<file path="src/rtl/xnor_parity_pkg.sv">
// Shared types and sizing helpers for the XNOR3 parity arbiter.
// The default step count and counter width assume the default 16-bit word.
package xnor_parity_pkg;

    typedef enum logic [1:0] {
        IDLE,
        RUN,
        DONE
    } state_t;

    function automatic int clog2(input int value);
        int result;
        result = 0;
        for (int v = value - 1; v > 0; v = v >> 1) begin
            result++;
        end
        return result;
    endfunction

    // Two word bits are folded per engine step.
    localparam int DEFAULT_W     = 16;
    localparam int DEFAULT_K     = DEFAULT_W / 2;
    localparam int DEFAULT_CNT_W = (clog2(DEFAULT_K) < 1) ? 1 : clog2(DEFAULT_K);

endpackage

</file>
<file path="src/rtl/xnor_parity_arbiter_rr.sv">
// Combinational round-robin picker: the first set request at or after ptr,
// wrapping modulo NREQ, is returned one-hot and as an encoded index.
module rr_arbiter_xp #(
    parameter int NREQ = 4,
    parameter int IDW  = 2
) (
    input  logic [NREQ-1:0] req,
    input  logic [IDW-1:0]  ptr,
    output logic [NREQ-1:0] grant,
    output logic [IDW-1:0]  idx,
    output logic            any
);

    always_comb begin
        grant = '0;
        idx   = '0;
        any   = 1'b0;
        for (int i = 0; i < NREQ; i++) begin
            if (!any && req[(int'(ptr) + i) % NREQ]) begin
                any                               = 1'b1;
                grant[(int'(ptr) + i) % NREQ]     = 1'b1;
                idx                               = IDW'((int'(ptr) + i) % NREQ);
            end
        end
    end

endmodule

</file>
<file path="src/rtl/xnor_parity_arbiter.sv">
// Round-robin front end feeding one serial XNOR3 parity engine; returns the
// XOR-reduction of each accepted word tagged with its requester index.
module xnor_parity_arbiter
    import xnor_parity_pkg::*;
#(
    parameter int NREQ = 4,
    parameter int W    = 16,
    parameter int IDW  = 2
) (
    input  logic              clk,
    input  logic              rstb,
    input  logic [NREQ-1:0]   req_valid,
    input  logic [NREQ*W-1:0] req_data,
    output logic [NREQ-1:0]   req_ready,
    output logic              res_valid,
    output logic              res_par,
    output logic [IDW-1:0]    res_id,
    input  logic              res_ready,
    output logic              busy
);

    localparam int   K     = W / 2;
    localparam int   CNT_W = (clog2(K) < 1) ? 1 : clog2(K);
    localparam logic K_ODD = 1'(K % 2);

    state_t            state;
    logic [IDW-1:0]    ptr;
    logic [IDW-1:0]    win;
    logic [CNT_W-1:0]  cnt;
    logic              acc;
    logic              acc_next;
    logic [W-1:0]      data;
    logic [NREQ-1:0]   grant;
    logic [IDW-1:0]    grant_idx;
    logic              grant_any;

    rr_arbiter_xp #(
        .NREQ (NREQ),
        .IDW  (IDW)
    ) u_arb (
        .req   (req_valid),
        .ptr   (ptr),
        .grant (grant),
        .idx   (grant_idx),
        .any   (grant_any)
    );

    // XNOR3 step; the data register shifts so the next pair is always at [1:0].
    assign acc_next  = ~(acc ^ data[0] ^ data[1]);
    assign req_ready = (rstb && state == IDLE) ? grant : '0;
    assign busy      = (state != IDLE);

    always_ff @(posedge clk or negedge rstb) begin
        if (!rstb) begin
            state     <= IDLE;
            ptr       <= '0;
            win       <= '0;
            cnt       <= '0;
            acc       <= 1'b0;
            data      <= '0;
            res_valid <= 1'b0;
            res_par   <= 1'b0;
            res_id    <= '0;
        end else begin
            case (state)
                IDLE: begin
                    if (grant_any) begin
                        data  <= req_data[int'(grant_idx)*W +: W];
                        win   <= grant_idx;
                        acc   <= 1'b0;
                        cnt   <= '0;
                        state <= RUN;
                    end
                end
                RUN: begin
                    acc  <= acc_next;
                    data <= data >> 2;
                    cnt  <= cnt + 1'b1;
                    // An odd step count leaves one net inversion to undo.
                    if (cnt == CNT_W'(K - 1)) begin
                        res_par   <= acc_next ^ K_ODD;
                        res_id    <= win;
                        res_valid <= 1'b1;
                        state     <= DONE;
                    end
                end
                DONE: begin
                    if (res_ready) begin
                        res_valid <= 1'b0;
                        ptr       <= (win == IDW'(NREQ - 1)) ? '0 : win + 1'b1;
                        state     <= IDLE;
                    end
                end
                default: state <= IDLE;
            endcase
        end
    end

endmodule

</file>
<file path="config.mk">
export PLATFORM = sky130hd
export DESIGN_NAME = xnor_parity_arbiter
export DESIGN_NICKNAME = d
export VERILOG_FILES = /design/src/rtl/xnor_parity_pkg.sv /design/src/rtl/xnor_parity_arbiter_rr.sv /design/src/rtl/xnor_parity_arbiter.sv
export SDC_FILE = /design/constraint.sdc
export NUM_CORES = 1
export LEC_CHECK = 0
export CORE_MARGIN = 5
export CORE_UTILIZATION = 49
export DETAILED_ROUTE_END_ITERATION = 10
export PLACE_DENSITY = 0.92
export RECOVER_POWER = 100
export SLEW_MARGIN = 10
export SYNTH_ARGS = -nofsm -noshare
export SYNTH_HDL_FRONTEND = slang
export SYNTH_SLANG_ARGS = --single-unit
</file>
<file path="constraint.sdc">
create_clock -name clk -period 6.51 [get_ports clk]
set_clock_uncertainty 0.2 [all_clocks]
set_input_delay 0.9765 -clock clk [delete_from_list [all_inputs] [get_ports clk]]
set_output_delay 0.9765 -clock clk [all_outputs]
set_load 0.02 [all_outputs]
</file>
After elaboration in Yosys (flattened, before gate mapping)
Cells that the tools add are included.
{ "totals": {"ff_bits": 30, "latch_bits": 0, "ramBits": 0, "rom_bits": 0, "in_bits": 71, "wordCells": 109, "n_memories": 0} }
{ "classes": {"n_addsub": 5, "mul": 0, "div": 0, "magnitude_cmp": 8, "eq_ne": 7, "shift": 1, "mux": 46, "n_bitwise": 9, "n_reduce_logical": 24} }
{ "ops": {"columns": ["operator", "n"], "rows": [
  ["64-bit by 7-bit indexed part select with 16-bit output", 1],
  ["16-bit case mux with 2 select lines", 1],
  ["4-bit two-way mux", 5],
  ["1-bit two-way mux", 18],
  ["16-bit two-way mux", 1],
  ["2-bit two-way mux", 8],
  ["3-bit by 4-bit < comparator with 1-bit output (second input constant)", 3],
  ["4-bit OR", 3],
  ["3-bit by 1-bit greater-or-equal comparator with 1-bit output (second input constant)", 3],
  ["1-bit binary-select mux with 2-bit select", 4],
  ["1-bit demux with 2-bit select", 4],
  ["1-bit logical AND", 8],
  ["2-bit AND reduction", 4],
  ["2-bit != test (second input constant)", 3],
  ["2-bit case mux with 3 select lines", 1],
  ["3-bit case mux with 2 select lines", 1],
  ["3-bit AND reduction", 2],
  ["2-bit nonzero test", 3],
  ["2-bit OR reduction", 3],
  ["2-bit by 1-bit adder with 2-bit output (second input constant)", 2],
  ["2-bit adder (second input constant)", 2],
  ["2-bit == test (second input constant)", 2],
  ["1-bit case mux with 2 select lines", 2],
  ["3-bit by 1-bit adder with 3-bit output (second input constant)", 1],
  ["10 further kinds", 15]
]} }

Depth between registers and ports, before layout
Gate-level depths: netlist of the first run.
{ "logic_depth": {"depth_word": 17, "depth_mapped": 12, "ltp_nobuf": 8} }

Cells and area by module
From an unflattened synthesis of the first run, not the netlist that was laid out.
{ "hier_totals": {"cells_unflattened": 197, "area_unflattened_um2": 2175.8} }
{ "by_module_without_submodules": {"columns": ["mod", "n_inst", "cells_each", "area_per_inst_um2"], "rows": [
  ["xnor_parity_arbiter", 1, 152, 1756.7],
  ["rr_arbiter_xp", 1, 45, 419.2]
]} }

Worst setup path after synthesis of the first run
OpenSTA, ideal clock, no wires.
{ "synth_timing": {"kind": "input to output", "start": "input req_valid[3]", "end": "output req_ready[0]", "arrival_ps": 2377, "slack_ps": 2957, "path_stages": 8, "path_cell_list": "buf_6 mux4_2 nor2b_4 buf_6 a22oi_1 nor2_1 a221oi_1 nor2_1"} }
{ "synth_between": {"elab_chain_cells": 13, "elab_cells_between_ends": 28} }
{ "synth_lines": {"columns": ["element", "line", "text"], "rows": [
  ["from (decl)", "xnor_parity_arbiter.sv:12", "input logic [NREQ-1:0] req_valid,"],
  ["1-bit binary-select mux with 2-bit select", "xnor_parity_arbiter_rr.sv:19", "if (!any && req[(int'(ptr) + i) % NREQ]) begin"],
  ["1-bit two-way mux (not written as such)", "xnor_parity_arbiter_rr.sv:19", null],
  ["1-bit two-way mux", "xnor_parity_arbiter_rr.sv:19", null],
  ["1-bit logical NOT", "xnor_parity_arbiter_rr.sv:19", null],
  ["1-bit logical AND", "xnor_parity_arbiter_rr.sv:19", null],
  ["1-bit two-way mux", "xnor_parity_arbiter_rr.sv:19", null],
  ["1-bit logical NOT", "xnor_parity_arbiter_rr.sv:19", null],
  ["1-bit logical AND", "xnor_parity_arbiter_rr.sv:19", null],
  ["1-bit two-way mux", "xnor_parity_arbiter_rr.sv:19", null],
  ["1-bit logical NOT", "xnor_parity_arbiter_rr.sv:19", null],
  ["1-bit logical AND", "xnor_parity_arbiter_rr.sv:19", null],
  ["4-bit two-way mux *", "xnor_parity_arbiter_rr.sv:19", null],
  ["4-bit two-way mux *", "xnor_parity_arbiter.sv:50", "assign req_ready = (rstb && state == IDLE) ? grant : '0;"],
  ["to (decl)", "xnor_parity_arbiter.sv:14", "output logic [NREQ-1:0] req_ready,"]
]} }
Every way passes the cells marked *; elsewhere a longest branch is shown, timed or not. The select of a mux whose other input is x is not followed.

Worst setup path after layout of the first run
{ "layout_timing": {"start": "input rstb", "end": "output req_ready[2]"} }
{ "layout_between": {"elab_chain_cells": 2} }
{ "layout_lines": {"columns": ["element", "line", "text"], "rows": [
  ["from (decl)", "xnor_parity_arbiter.sv:11", "input logic rstb,"],
  ["1-bit logical AND", "xnor_parity_arbiter.sv:50", null],
  ["4-bit two-way mux", "xnor_parity_arbiter.sv:50", null]
]} }
Every way passes these cells.

==> impl_metrics.ini, run 1 <==
[drt]
detailedRoute.firstIterationViolations = 117
avgRoutedWirePerCell_um = 17.54
route.detailed.vias_per_inst = 6.096
drt_drc_violations_left = 0
detailroute.via_count = 2170
final_antenna_net_count = 0
wirelength_um = 6245
drt_first_pass_iters = 4

[global_route]
pin_count_of_the_biggest_net_entering_global_routing = 32
global_route_wire_length_before_repair_um = 10080
grt_pass1_vias = 2107
antenna_violations_before_repair = 0
grtUsageTotal_pct = 20.33
grt_overflow_total = 0

[synth]
synth-seq-cells = 30
synth-edff-count = 0
synth_nets = 312
synth-async-reset-ratio_pct = 100.0
synthCells = 231
synth_ff_type = dfrtp_1
post_synth_main_area_contributors = dfrtp_1 33%, mux2i_1 12%, a22oi_1 6.2%
synth_most_common_cell = dfrtp_1
syn-mean-instance-area_sq_um = 9.934
ys_seq_area_share_pct = 32.72
netlist.area_leader.share_pct = 32.72
syn_area_sq_mm = 0.002295
cell_taking_the_most_area_after_synthesis = dfrtp_1
synth_cell_types = 48
yosys_warnings = 0
synth.cells.most_frequent = 30 x dfrtp_1, 28 x mux2i_1, 19 x a22oi_1, 19 x nor2_1, 17 x nand2_1

[sta]
worst_pin_slew_ps = 1645
max_slew_margin_pct = -9.647
finalSetupViolations = 0
grt_setup_unrepaired = false
max_freq_mhz = 199.5
timing_max_transition_violations_final = 32
final_hold_viol_count = 0
finalCriticalPeriod_ps = 5011
setup-tns-final_ps = 0
post-route-period-util_pct = 76.98

[cts]
cts.clk_slew.worst_paths_ps = 60
worstSkewPairLatency_ps = 280
sink_count = 30
clock_tree.root_cell = clkbuf_8
tritoncts = yes
ctsHoldBuffers = 0
post_cts_repair_setup_buffers = 0
cts_resized = 0
cts_inserted_buffers = 5
cts-root-to-sink-buffers = 2
cts_max_level = 2

[power]
clkPwrFrac_pct = 13.7
total_switching_power_mw = 0.6045
leakage_nw = 1.321
internal_power_mw = 0.7803
combPwrFrac_pct = 60.8
switching_share_pct = 43.65
power.ir.vdd_worst_mv = 0.2251
power.sequential.fraction_pct = 25.5
cellPowerDensity_mw_per_mm2 = 441.3
p_total_mw = 1.385

[cells_and_area]
finalInstanceArea_sq_mm = 0.003138
post_route_cells_drive_above_1_share_pct = 6.908
area_growth_pct = 36.75
final_nets = 385
fill_cells = 338
number_of_antenna_cells_inserted = 0

[critical_path]
worstSetupEndpointType = primary output
critPathLaunchType = input pin
critPathRequiredTime_ps = 5330
worstPathMaxFanout = 31
arrival_ps = 3830
critical_path.startpoint = rstb
setup.worst_path.class = in -> out
r2r-start = ptr[0]

[floorplanning]
placementRows = 24
die-height_um = 78.43
fp.dieW_um = 78.43
placeable_area_sq_mm = 0.004444
floorplan.die_area_sq_mm = 0.006151
initial_util_pct = 51.63
io-pin-count = 80

[place]
routabilityCongestion = 0.8888
dpl-instance-area_sq_mm = 0.003044
post-dp-hpwl_um = 4774
numPortBuffers = 79

[hold_path]
worstHoldStart = res_id[1]
holdCritPathClass = reg -> reg

[run_status]
violations = max-capacitance violations, max-slew violations
outcome = finished, violations left

[job]
max-cap-violations = 1
[worst max-delay path, cell delays in order]
cell           delay, ps
dlygate4sd3_1        520
clkbuf_1            1190
nand2_1              290
nor2_1               170
dlygate4sd3_1        690
[kinds of logic (layout without fill, tap and decap cells)]
| group | Yosys count | after routing | synth area share, % |
|---|---|---|---|
| flops | 30 | 30 | 32.72 |
| simple gates | 52 | 52 | 10.96 |
| compound gates | 81 | 81 | 26.66 |
| buf+inv | 21 | 94 | 6.434 |
| fa+ha+maj | 10 | 10 | 5.453 |
| mux | 34 | 34 | 16.63 |
| xor+xnor | 3 | 3 | 1.145 |
[cells in the final DEF, fill, tap and decap left out, types with 2 or more instances in the layout]
cell type,instances
mux4_2,3
dlygate4sd3_1,12
clkdlybuf4s50_1,67
a22oi_1,19
a21oi_1,8
a22o_1,3
a211o_1,3
dfrtp_1,30
a221oi_1,5
ha_1,10
o211ai_1,5
mux2i_1,28
inv_1,5
o22ai_1,2
o21ai_0,10
o221ai_1,15
clkbuf_8,6
nand2b_1,3
o31a_1,2
a211o_2,2
clkbuf_1,2
mux2_2,2
o21ai_1,2
nand2_1,17
nor3_1,2
nor2_1,19
xnor2_1,3
[path summary, 6_finish.rpt]
kind	to	slack, ps	cells after the start
max	req_ready[2]	1500	5
min	res_id[1]	310	1
max reg2reg	data[15]	2160	7
min reg2reg	res_id[1]	310	1
max in group asynchronous	cnt[2]	3710	2
min in group asynchronous	res_id[1]	1450	2
[layer usage]
metal / vias up / GRT usage, % / share of wire, %
met2: 81 / 36.13 / 52
met3: 11 / 3.661 / 6.5
met1: 1030 / 23.99 / 40
met4: 0 / 8.916 / 1.8
met5: - / 0 / 0
li1: 1048 / - / -
[through the flow]
step / hold WS (ps) / cells / util, % / setup slack [ps]
6_report: 305.7 / 356 / 70.61 / 1499
5_1_grt: 319.2 / 356 / 70.61 / 989.2
4_1_cts: 313.3 / 356 / 71.03 / 1748
3_5_place_dp: 297.3 / 349 / 68.50 / 1962
3_3_place_gp: 265.3 / 349 / 68.50 / 2062
2_1_floorplan: 263.4 / 231 / - / 2957
[power groups by stage]
stage / Clock (mW) / Sequential (mW) / Combinational, mW
final: 0.190 / 0.353 / 0.842
after global routing: 0.199 / 0.366 / 0.920
after detailed placement: 0 / 0.355 / 0.856
after global placement: 0 / 0.350 / 0.826
after CTS: 0.192 / 0.354 / 0.858
after floorplan: 0 / 0.334 / 0.727
[sequential cells by signal (all words and copies together), names as in the netlist]
register   cells
ptr            2
state          2
win            2
acc            1
cnt            3
data          16
res_valid      1
res_id         2
res_par        1
[layout make-up]
type	instances	area [sq um]	area share, %
inverter	5	18.77	0.5981
clock inverter	1	30.03	0.9569
clock buffer	6	82.58	2.632
timing repair buffer	82	805.8	25.68
multi-input combinational	180	1385	44.14
tap	52	65.06	2.073
sequential	30	750.7	23.92
(Power assumes the default switching activity.)
==> inputs of run 2 (changes only) <==
--- a/config.mk
+++ b/config.mk
@@ -6,9 +6,9 @@
 export NUM_CORES = 1
 export LEC_CHECK = 0
 export CORE_MARGIN = 5
-export CORE_UTILIZATION = 49
+export CORE_UTILIZATION = 46
 export DETAILED_ROUTE_END_ITERATION = 10
-export PLACE_DENSITY = 0.92
+export PLACE_DENSITY = 0.87
 export RECOVER_POWER = 100
 export SLEW_MARGIN = 10
 export SYNTH_ARGS = -nofsm -noshare
==> constraint.sdc (replaced) <==
create_clock -name clk -period 4.72 [get_ports clk]
set_clock_uncertainty 0.2 [all_clocks]
set_input_delay 0.708 -clock clk [delete_from_list [all_inputs] [get_ports clk]]
set_output_delay 0.708 -clock clk [all_outputs]
set_load 0.02 [all_outputs]
==> impl_metrics.ini, run 2 (synthesis gave the netlist of run 1 again) <==
[cts]
worstSkewPairLatency_ps = 280
post_cts_repair_setup_buffers = 0
tritoncts = yes
cts_inserted_buffers = 5
clock_tree.root_cell = clkbuf_8
sink_count = 30
cts_resized = 0
ctsHoldBuffers = 0
cts.clk_slew.worst_paths_ps = 70
cts-root-to-sink-buffers = 2
cts_max_level = 2

[power]
p_total_mw = 1.861
cellPowerDensity_mw_per_mm2 = 593.8
power.ir.vdd_worst_mv = 0.4166
leakage_nw = 1.305

[cells_and_area]
number_of_antenna_cells_inserted = 0
finalInstanceArea_sq_mm = 0.003134
largestRegisters = data x16, cnt x3
regMostFlops = data
leading_cell_types_in_the_layout_fill_and_taps_excluded = 67 x clkdlybuf4s50_1, 30 x dfrtp_1, 28 x mux2i_1, 20 x nor2_1, 19 x a22oi_1
final_nets = 385
postLayoutCoreUtil_pct = 65.49
largest_register_ffs = 16
post_route_cells_drive_above_1_share_pct = 6.885
area_growth_pct = 36.59
mostFrequentLayoutCell = clkdlybuf4s50_1

[sta]
finalCriticalPeriod_ps = 4233
grt_setup_unrepaired = false
setup_ws_final_ps = 486.7
max_freq_mhz = 236.2
worst_pin_slew_ps = 1622
final_hold_viol_count = 0
post-route-period-util_pct = 89.69
finalSetupViolations = 0
timing_max_transition_violations_final = 58
setup-tns-final_ps = 0
max_slew_margin_pct = -8.117

[place]
numPortBuffers = 79
pre_cts_ws_ps = 714.1
routabilityCongestion = 0.9138
post-dp-hpwl_um = 4589
dpl-instance-area_sq_mm = 0.003070

[run_status]
violations = max-capacitance violations, max-slew violations
outcome = finished, violations left

[drt]
route.detailed.vias_per_inst = 5.836
avgRoutedWirePerCell_um = 16.21
detailroute.via_count = 2171
wirelength_um = 6030
drt_first_pass_iters = 4
drt_drc_violations_left = 0
final_antenna_net_count = 0
detailedRoute.firstIterationViolations = 118

[critical_path]
depth_of_the_most_critical_reg_to_reg_path = 8
setup.worst_path.class = in -> reg
crit_end = data[8]
worstPathMaxFanout = 26
cp_cell_instances = dlygate4sd3_1 -> mux4_2 -> nor2b_4 -> nor2_1 -> o21ai_2 -> mux2i_1 -> o221ai_1
r2r-start = ptr[1]
r2r_setup_slack_ps = 600
critPathRequiredTime_ps = 4620
critical_path.startpoint = req_valid[1]
arrival_ps = 4130
worstSetupEndpointType = flip-flop
cp_slowest_stage_delay_ps = 1240
critical-path-slowest-cell = o21ai_2
critPathLaunchType = input pin
timing.rr.end = data[8]

[global_route]
global_route_wire_length_before_repair_um = 9853
pin_count_of_the_biggest_net_entering_global_routing = 31
global_route.usage.met2_pct = 32.86
grtUsageTotal_pct = 19.29
grt_pass1_vias = 2145
antenna_violations_before_repair = 0
top_usage_layer = met2
met1_usage_pct = 23.81
grt_overflow_total = 0
global_route.usage.met3_pct = 3.587

[floorplanning]
die-height_um = 80.63
placeable_area_sq_mm = 0.004786
placementRows = 25
fp.dieW_um = 80.63
initial_util_pct = 47.95
io-pin-count = 80
floorplan.die_area_sq_mm = 0.006501

[hold_path]
holdPathStages = 1
holdCritPathClass = reg -> reg

[job]
max-cap-violations = 2
[run 2: cell types whose count changed in the layout (fill, tap and decap cells not counted)]
| cell | delta |
|---|---|
| a2111oi_0 | -1 |
| a2111oi_2 | +1 |
| bufinv_16 | -1 |
| clkbuf_1 | +1 |
| clkinv_2 | +1 |
| inv_1 | -1 |
| inv_2 | +1 |
| nand3_1 | +1 |
| nand3_2 | -1 |
| nor2_1 | +1 |
| nor2_2 | -1 |
[run 2: where the power goes]
group / internal [mW] / switching (mW) / total, mW
clock network: 0.117 / 0.0928 / 0.210
registers: 0.369 / 0.0840 / 0.453
logic: 0.554 / 0.644 / 1.20
[run 2: worst max-delay path: cells and delay by family]
kind	cells	cell delay, ps
mux	2	930
compound gates	2	1400
simple gates	2	400
buf+inv	1	660
[run 2: per-layer routing]
layer  wire length [um]  vias up
li1                   -     1039
met1               2368     1022
met2               3077       97
met3                441       13
met4                142        0
met5                  0        -
[run 2: area by class of cell]
class | count | area [sq um]
multi-input cells | 180 | 1384
repair buffers | 82 | 805.8
clock buffers | 7 | 86.33
well taps | 67 | 83.83
flip-flops and latches | 30 | 750.7
clock inverters | 1 | 5.005
inverters | 5 | 18.77
fillers | 373 | 1652
[run 2: worst min-delay path by stage]
stage	slack, ps	to	start
2_1_floorplan	210	acc	rstb
3_3_place_gp	270	res_par	res_par
3_5_place_dp	290	cnt[0]	cnt[0]
4_1_cts	300	cnt[0]	cnt[0]
5_1_grt	320	res_id[1]	res_id[1]
6_report	290	cnt[0]	cnt[0]
[run 2: per-stage QoR]
stage / hold WS [ps] / cells
global route: 324.9 / 372
global placement: 267.3 / 364
finish: 294.8 / 372
floorplan: 212.4 / 231
CTS: 301.1 / 372
detailed placement: 288.6 / 364
==> inputs of run 3 (changes only) <==
--- a/config.mk
+++ b/config.mk
@@ -10,7 +10,9 @@
 export DETAILED_ROUTE_END_ITERATION = 10
 export PLACE_DENSITY = 0.87
 export RECOVER_POWER = 100
+export REMOVE_ABC_BUFFERS = 1
 export SLEW_MARGIN = 10
 export SYNTH_ARGS = -nofsm -noshare
 export SYNTH_HDL_FRONTEND = slang
 export SYNTH_SLANG_ARGS = --single-unit
+export TNS_END_PERCENT = 5
==> constraint.sdc (replaced) <==
create_clock -name clk -period 4.3 [get_ports clk]
set_clock_uncertainty 0.2 [all_clocks]
set_input_delay 0.645 -clock clk [delete_from_list [all_inputs] [get_ports clk]]
set_output_delay 0.645 -clock clk [all_outputs]
set_load 0.02 [all_outputs]
==> impl_metrics.ini, run 3 (synthesis gave the netlist of run 1 again) <==
[critical_path]
setup.worst_path.class = in -> out
r2r-start = ptr[1]
timing.rr.end = data[1]
worstPathMaxFanout = 10
critPathRequiredTime_ps = 3450
critPathLaunchType = input pin
r2r_setup_slack_ps = 610
arrival_ps = 3210
depth_of_the_most_critical_reg_to_reg_path = 7
worstSetupEndpointType = primary output

[floorplanning]
initial_util_pct = 47.95
placeable_area_sq_mm = 0.004786
placementRows = 25
floorplan.die_area_sq_mm = 0.006501
fp.dieW_um = 80.63
io-pin-count = 80
die-height_um = 80.63

[cells_and_area]
post_route_cells_drive_above_1_share_pct = 7.843
regMostFlops = data
final_nets = 387
largest_register_ffs = 16
mostFrequentLayoutCell = clkdlybuf4s50_1
leading_cell_types_in_the_layout_fill_and_taps_excluded = 67 x clkdlybuf4s50_1, 29 x dfrtp_1, 28 x mux2i_1, 19 x nor2_1, 19 x a22oi_1
number_of_antenna_cells_inserted = 0
finalInstanceArea_sq_mm = 0.003143
area_growth_pct = 36.97
largestRegisters = data x16, cnt x3
fill_cells = 390

[drt]
detailroute.via_count = 2170
detailedRoute.firstIterationViolations = 226
final_antenna_net_count = 0
avgRoutedWirePerCell_um = 16.05
drt_first_pass_iters = 4
wirelength_um = 5986
drt_drc_violations_left = 0
route.detailed.vias_per_inst = 5.818

[cts]
worstSkewPairLatency_ps = 280
ctsHoldBuffers = 0
cts.clk_slew.worst_paths_ps = 60
cts_inserted_buffers = 5
tritoncts = yes
cts-root-to-sink-buffers = 2
cts_max_level = 2
sink_count = 30
clock_tree.root_cell = clkbuf_8

[run_status]
outcome = finished, violations left
violations = max-capacitance violations, max-slew violations

[power]
p_total_mw = 2.033
cellPowerDensity_mw_per_mm2 = 647.0
leakage_nw = 1.312
internal_power_mw = 1.119
power.sequential.fraction_pct = 25.4
switching_share_pct = 44.96
power.ir.vdd_worst_mv = 0.3048
combPwrFrac_pct = 64.3
clkPwrFrac_pct = 10.3
total_switching_power_mw = 0.9143

[sta]
setup-tns-final_ps = 0
grt_setup_unrepaired = false
finalCriticalPeriod_ps = 4053
max_slew_margin_pct = -5.991
max_freq_mhz = 246.7
timing_max_transition_violations_final = 31
setup_ws_final_ps = 247.3
finalSetupViolations = 0
post-route-period-util_pct = 94.25
final_hold_viol_count = 0
worst_pin_slew_ps = 1590

[hold_path]
holdPathStages = 2
holdPathEnd = res_par
worstHoldStart = res_par
holdCritPathClass = reg -> reg

[global_route]
antenna_violations_before_repair = 0
top_usage_layer = met2
grt_pass1_vias = 2127
grt_overflow_total = 0
pin_count_of_the_biggest_net_entering_global_routing = 31
global_route.usage.met2_pct = 31.62
grtUsageTotal_pct = 18.99
global_route_wire_length_before_repair_um = 9708
met1_usage_pct = 24.37
global_route.usage.met3_pct = 4.260

[place]
dpl-instance-area_sq_mm = 0.003085
numPortBuffers = 79
routabilityCongestion = 0.8520
post-dp-hpwl_um = 4587
pre_cts_ws_ps = 388.8

[job]
max-cap-violations = 1
run 3: what timing repair did:
item / 4_1_cts / 5_1_grt
hold endpoints to repair: 0 / 0
setup endpoints to repair: 0 / 4
resized for setup: 0 / 1
buffers inserted: 0 / 0
run 3: worst max path at each step:
stage	cells after the start	slack (ps)	start	to
2_1_floorplan	8	480	ptr[0]	data[0]
3_3_place_gp	8	500	req_valid[3]	req_ready[2]
3_5_place_dp	8	390	req_valid[3]	req_ready[0]
4_1_cts	9	200	ptr[0]	req_ready[0]
5_1_grt	9	70	ptr[1]	req_ready[3]
6_report	8	250	req_valid[3]	req_ready[0]
run 3: cell type report:
type	instances	area, sq um	area share, %
Sequential cell	30	752.0	23.93
Clock inverter	2	10.01	0.3185
Tap cell	67	83.83	2.667
Multi-Input combinational cell	180	1393	44.31
Clock buffer	5	68.82	2.189
Timing Repair Buffer	84	817.0	26.00
Inverter	5	18.77	0.5971
run 3: stage by stage:
stage / hold WS [ps] / utilization [%] / std cells
6_report: 272.1 / 65.67 / 373
5_1_grt: 312.3 / 65.67 / 373
4_1_cts: 287.1 / 66.12 / 373
2_1_floorplan: 149.4 / - / 215
3_5_place_dp: 273.0 / 64.47 / 366
3_3_place_gp: 263.4 / 64.47 / 366
run 3: power by group through the flow:
stage | Sequential (mW) | Combinational [mW] | Clock (mW)
final | 0.516 | 1.31 | 0.209
after global routing | 0.536 | 1.44 | 0.230
after CTS | 0.516 | 1.34 | 0.213
after detailed placement | 0.519 | 1.33 | 0
after global placement | 0.510 | 1.29 | 0
after floorplan | 0.524 | 0.949 | 0
run 3: worst max-delay path, cell delays in order:
cell	delay, ps
dlygate4sd3_1	650
mux4_2	610
nor2b_4	250
a22oi_1	110
nor2_1	100
a221oi_1	50
nor2_1	90
dlygate4sd3_1	690
run 3: metal layers:
metal  share of wire [%]  wire length [um]
met1                  40              2402
met2                  53              3145
met3                 6.5               392
met4                0.77                46
met5                   0                 0
